File: src/rtl/alu_pkg.sv
// Shared types and widths for the 4-bit ALU path: function codes,
// operand/result widths and the sequencer state encoding.
package alu_pkg;

    localparam int DATA_W = 4;
    localparam int RES_W  = 8;

    typedef enum logic [1:0] {
        FN_ADD = 2'b00,
        FN_OR  = 2'b01,
        FN_AND = 2'b10,
        FN_CAT = 2'b11
    } alu_func_t;

    typedef enum logic [1:0] {
        IDLE,
        EXEC,
        DONE
    } seq_state_t;

endpackage

File: src/rtl/alu_op_sequencer_if.sv
// Request/response handshake bundle between the switch/key logic, the
// sequencer and the display path.
interface alu_op_sequencer_if #(
    parameter int DATA_W = 4,
    parameter int RES_W  = 8
) ();
    import alu_pkg::*;

    logic              in_valid;
    logic              in_ready;
    alu_func_t         in_func;
    logic [DATA_W-1:0] in_a;
    logic [DATA_W-1:0] in_b;
    logic              in_b_sel;
    logic              out_valid;
    logic              out_ready;
    logic [RES_W-1:0]  out_result;

    // Requester/consumer side
    modport master (
        output in_valid, in_func, in_a, in_b, in_b_sel, out_ready,
        input  in_ready, out_valid, out_result
    );

    // Sequencer side
    modport slave (
        input  in_valid, in_func, in_a, in_b, in_b_sel, out_ready,
        output in_ready, out_valid, out_result
    );
endinterface

File: src/rtl/alu_op_sequencer.sv
// Initiator for the external ALU: accepts one request, registers the ALU
// inputs, captures the result into out_result/acc and holds it until taken.
module alu_op_sequencer #(
    parameter int DATA_W = 4,
    parameter int RES_W  = 8,
    parameter int CNT_W  = 8
) (
    input  logic                 clk,
    input  logic                 resetn,
    alu_op_sequencer_if.slave    bus,
    input  logic                 acc_clr,
    output alu_pkg::alu_func_t   alu_func,
    output logic [DATA_W-1:0]    alu_a,
    output logic [DATA_W-1:0]    alu_b,
    input  logic [RES_W-1:0]     alu_result,
    output logic [RES_W-1:0]     acc,
    output logic [CNT_W-1:0]     op_count,
    output logic                 busy
);
    import alu_pkg::*;

    seq_state_t        state_q, state_d;
    logic              accept;
    logic [RES_W-1:0]  acc_eff;
    logic [DATA_W-1:0] b_sel;
    logic [RES_W-1:0]  out_result_q;

    always_ff @(posedge clk or negedge resetn) begin
        if (!resetn) state_q <= IDLE;
        else         state_q <= state_d;
    end

    always_comb begin
        state_d = state_q;
        unique case (state_q)
            IDLE:    if (bus.in_valid)  state_d = EXEC;
            EXEC:                       state_d = DONE;
            DONE:    if (bus.out_ready) state_d = IDLE;
            default:                    state_d = IDLE;
        endcase
    end

    assign accept = (state_q == IDLE) && bus.in_valid;

    // A clear coinciding with an accept feeds the cleared value to B.
    assign acc_eff = acc_clr ? '0 : acc;
    assign b_sel   = bus.in_b_sel ? acc_eff[DATA_W-1:0] : bus.in_b;

    always_ff @(posedge clk or negedge resetn) begin
        if (!resetn) begin
            alu_func <= FN_ADD;
            alu_a    <= '0;
            alu_b    <= '0;
        end else if (accept) begin
            alu_func <= bus.in_func;
            alu_a    <= bus.in_a;
            alu_b    <= b_sel;
        end
    end

    // The EXEC capture takes priority over a simultaneous acc_clr.
    always_ff @(posedge clk or negedge resetn) begin
        if (!resetn) begin
            out_result_q <= '0;
            acc          <= '0;
            op_count     <= '0;
        end else if (state_q == EXEC) begin
            out_result_q <= alu_result;
            acc          <= alu_result;
            op_count     <= op_count + 1'b1;
        end else if (acc_clr) begin
            acc <= '0;
        end
    end

    assign bus.in_ready   = (state_q == IDLE);
    assign bus.out_valid  = (state_q == DONE);
    assign bus.out_result = out_result_q;
    assign busy           = (state_q != IDLE);
endmodule

File: src/flat_wrapper.sv
// flat-port wrapper written by rule: the top's interface ports become plain ports
module alu_op_sequencer_flat import alu_pkg::*;
#(
    parameter int DATA_W = 4,
    parameter int RES_W  = 8,
    parameter int CNT_W  = 8
)
  (clk, resetn, acc_clr, alu_func, alu_a, alu_b, alu_result, acc, op_count, busy, bus_in_valid, bus_in_func, bus_in_a, bus_in_b, bus_in_b_sel, bus_out_ready, bus_in_ready, bus_out_valid, bus_out_result);
  alu_op_sequencer_if #(.DATA_W(DATA_W), .RES_W(RES_W)) bus_i ();
  input  logic clk;
  input  logic resetn;
  input  logic acc_clr;
  output alu_pkg::alu_func_t alu_func;
  output logic [DATA_W-1:0] alu_a;
  output logic [DATA_W-1:0] alu_b;
  input  logic [RES_W-1:0] alu_result;
  output logic [RES_W-1:0] acc;
  output logic [CNT_W-1:0] op_count;
  output logic busy;
  input wire logic [$bits(bus_i.in_valid)-1:0] bus_in_valid;
  input wire logic [$bits(bus_i.in_func)-1:0] bus_in_func;
  input wire logic [$bits(bus_i.in_a)-1:0] bus_in_a;
  input wire logic [$bits(bus_i.in_b)-1:0] bus_in_b;
  input wire logic [$bits(bus_i.in_b_sel)-1:0] bus_in_b_sel;
  input wire logic [$bits(bus_i.out_ready)-1:0] bus_out_ready;
  output wire logic [$bits(bus_i.in_ready)-1:0] bus_in_ready;
  output wire logic [$bits(bus_i.out_valid)-1:0] bus_out_valid;
  output wire logic [$bits(bus_i.out_result)-1:0] bus_out_result;
  assign bus_i.in_valid = bus_in_valid;
  assign bus_i.in_func = bus_in_func;
  assign bus_i.in_a = bus_in_a;
  assign bus_i.in_b = bus_in_b;
  assign bus_i.in_b_sel = bus_in_b_sel;
  assign bus_i.out_ready = bus_out_ready;
  assign bus_in_ready = bus_i.in_ready;
  assign bus_out_valid = bus_i.out_valid;
  assign bus_out_result = bus_i.out_result;
  alu_op_sequencer #(.DATA_W(DATA_W), .RES_W(RES_W), .CNT_W(CNT_W)) u_core (.clk(clk), .resetn(resetn), .bus(bus_i), .acc_clr(acc_clr), .alu_func(alu_func), .alu_a(alu_a), .alu_b(alu_b), .alu_result(alu_result), .acc(acc), .op_count(op_count), .busy(busy));
endmodule
File: config.mk
export PLATFORM = sky130hd
export DESIGN_NAME = alu_op_sequencer_flat
export DESIGN_NICKNAME = d
export VERILOG_FILES = /design/src/rtl/alu_pkg.sv /design/src/rtl/alu_op_sequencer_if.sv /design/src/rtl/alu_op_sequencer.sv /design/src/flat_wrapper.sv
export SDC_FILE = /design/constraint.sdc
export NUM_CORES = 1
export LEC_CHECK = 0
export BUFFER_PORTS_ARGS = -buffer_cell sky130_fd_sc_hd__buf_2
export CORE_MARGIN = 2
export CORE_UTILIZATION = 50
export DETAILED_ROUTE_END_ITERATION = 8
export PLACE_DENSITY = 0.83
export SKIP_CTS_REPAIR_TIMING = 1
export SLEW_MARGIN = 20
export SYNTH_ARGS = -nofsm -noshare
export SYNTH_HDL_FRONTEND = slang
export SYNTH_SLANG_ARGS = --single-unit
File: constraint.sdc
create_clock -name clk -period 2.1 [get_ports clk]
set_input_delay 0.21 -clock clk [delete_from_list [all_inputs] [get_ports clk]]
set_output_delay 0.21 -clock clk [all_outputs]
set_load 0.005 [all_outputs]
==> summary.txt <==
Run status
  • Status: finished clean

Setup path
  • Critical path class: reg -> reg
  • Startpoint types: flop
  • Crit end category: flop
  • R2R Setup Slk: 0.58 ns
  • Req. time, crit path: 2.32 ns
  • CP max FO: 15
  • CP arrival: 1.74 ns

Detailed routing
  • DRT iter0 DRCs: 20
  • Final wirelength: 2902 um
  • Vias/cell: 5.066
  • WL/cell: 12.84 um
  • DRT Pass-1 Iters: 4
  • Routed via count: 1145
  • DRC: 0
  • Post-route ant nets: 0

Timing
  • Final period utilization: 0.7255
  • Final setup viols: 0
  • Final Hold Vio Count: 0
  • Setup Skew: approximately 0.0084 ns
  • Final Worst Setup Slack: 0.5765 ns
  • Max Slew Vio Count: 0
  • Setup TNS: 0 ns
  • RSZ-0062 raised after global routing: false
  • Slew of the pin with the lowest slew margin: 0.7610 ns
  • Slew margin rel.: 0.4927
  • Maximum clock rate: 656.4 MHz
  • Period minus WS final: between 1.5 and 2 ns

Synthesis
  • Simple-Gate Fraction of Synth Area: 0.2243
  • YS warnings: 0
  • Compound-Gate Fraction of Synth Area: 0.04722
  • Average size of a mapped cell: 11.41 um2
  • Largest family of logic cells by synthesized area: simple AND/OR/NAND/NOR gates
  • Post-Syn Area: 0.001484 mm2
  • Syn_nets: 155
  • Synth Instances: between 100 and 150
  • Post-synthesis xor/xnor area fraction: 0.03541
  • Mux share of post-synthesis cell area: 0.04553
  • Register area share after synthesis: 0.6071
  • Synth Area in Adders: 0.008432
  • Synth cell types: 26
  • Register bit total from synthesis: 36

Floorplanning
  • Die Span Y: 58.48 um
  • Core ar.: approximately 0.0028 mm2
  • Die ar.: around 0.0034 mm2
  • Row count: 19
  • Initial Util: 0.5335
  • Die Wd: 58.48 um
  • Io pins: between 60 and 70

Place
  • GPL Wtd Cong: 0.7707
  • Post-place setup slack: 0.5792 ns
  • Final HPWL DP: 2132 um
  • Port-buffer cells: 60

Power and ir drop
  • VDD IR max: 0.9523 mV
  • Pleak: 0.001008 uW
  • Pwr Density: about 1300 mW/mm2

Layout
  • Finished Core Util: 0.6667
  • Number of antenna repair diodes: 0
  • Commonest non-fill, non-tap cell in the layout: buf_2
  • Layout cells sized above 1: 0.3949
  • Most frequent cells in the layout: 60 x buf_2, 36 x dfrtp_1, 34 x nand2_1, 8 x nand3b_1
  • Area Overhead vs Synth: 24.96%
  • Number of nets in the layout: 220

Clock tree
  • CTS buffer count: 5
  • Clock buffer depth: 2
  • Worst skew pair latency: 0.33 ns
  • H-tree level count: 2
  • Clock Tree Root: clkbuf_4
  • TritonCTS clock tree: built
  • CTS Sinks: 36
  • Clk pin slew, worst setup/hold paths: 0.10 ns

Global routing
  • Antenna violations before repair: 0
  • First-pass GRT wire length: 4623 um
  • GRT Total Usage: 0.1853
  • Largest net degree at the start of global routing: 37
  • Grt total ovfl: 0
  • Vias in the first global route: 1041

Hold path
  • Min-Delay Path Class: in -> reg

Flow run
  • Max-cap violations: 0
-- where the power goes --
| part | internal, uW | switching (uW) | leakage (uW) |
|---|---|---|---|
| clock network | 123 | 205 | 0.0000281 |
| logic | 460 | 435 | 0.000528 |
| registers | 981 | 211 | 0.000452 |
-- critical path, cell delays in order, from the launching register on --
cell     delay [ns]
dfrtp_1        0.45
nor3b_4        0.55
mux2_2         0.40
-- layer usage --
layer | GRT usage | routed length, um | up-vias
li1 | - | - | 563
met1 | 0.2371 | 1279 | 531
met2 | 0.2793 | 1320 | 46
met3 | 0.07473 | 254 | 5
met4 | 0.07973 | 48 | 0
met5 | 0 | 0 | -
-- final cells by class --
type | count | area [um2]
repair buffers | 63 | 325.3
fillers | 230 | 927.1
multi-input cells | 87 | 535.5
well taps | 31 | 38.79
inverters | 2 | 7.507
clock inverters | 1 | 5.005
clock buffers | 6 | 41.29
flip-flops and latches | 36 | 900.9
-- through the flow --
stage	instances	area, um2	total power [uW]	hold WS (ns)
finish	226	1854	2415	0.04850
global route	226	1854	2611	0.06727
CTS	225	1844	2447	-0.03684
detailed placement	218	1798	2113	0.3348
global placement	218	1798	2062	0.3124
floorplan	130	1484	1693	-0.08559
-- synth_stat cells --
cell,number,area (um2)
a31oi_1,4,25.02
o21ai_0,2,10.01
mux2_1,1,11.26
nor2b_1,1,6.260
or2_2,1,6.260
and3_1,1,6.260
buf_4,1,7.510
buf_2,2,10.01
or3_1,1,6.260
nand2b_1,5,31.28
a22o_1,4,35.03
mux2_2,5,56.30
nand3_1,1,5.000
nand4_1,3,18.77
nor2_1,5,18.77
buf_6,2,22.52
inv_1,2,7.510
nand2_1,34,127.6
nor3_2,2,20.02
nand3b_1,8,60.06
nor3b_4,1,18.77
ha_1,1,12.51
dfrtp_1,36,900.9
xnor2_1,4,35.03
or2b_1,1,7.510
xor2_1,2,17.52
-- cells by family (layout without fill, tap and decap cells) --
kind of cell,after synthesis,in the layout
XOR/XNOR,6,6
AO/OA/AOI/OAI,10,10
AND/OR/NAND/NOR,64,64
multiplexers,6,6
buffers and inverters,7,72
adder cells (fa/ha/maj),1,1
flip-flops,36,36
-- flip-flops by register name (all words and copies together) (netlist names) --
register               cells
u_core.state_q             2
u_core.acc                 8
u_core.bus.out_result      8
u_core.op_count            8
u_core.alu_func            2
u_core.alu_b               4
u_core.alu_a               4
-- path summary, 6_finish.rpt --
path,endpoint,start,cells after the start
hold reg to reg,u_core.op_count[7],u_core.op_count[7],1
setup / recovery,u_core.alu_a[0],u_core.state_q[1],2
max in group asynchronous,u_core.alu_a[1],resetn,2
min in group asynchronous,u_core.alu_func[0],resetn,2
hold / removal,u_core.state_q[1],bus_out_ready,2
setup reg to reg,u_core.alu_a[0],u_core.state_q[1],2
(Power assumes the default switching activity.)
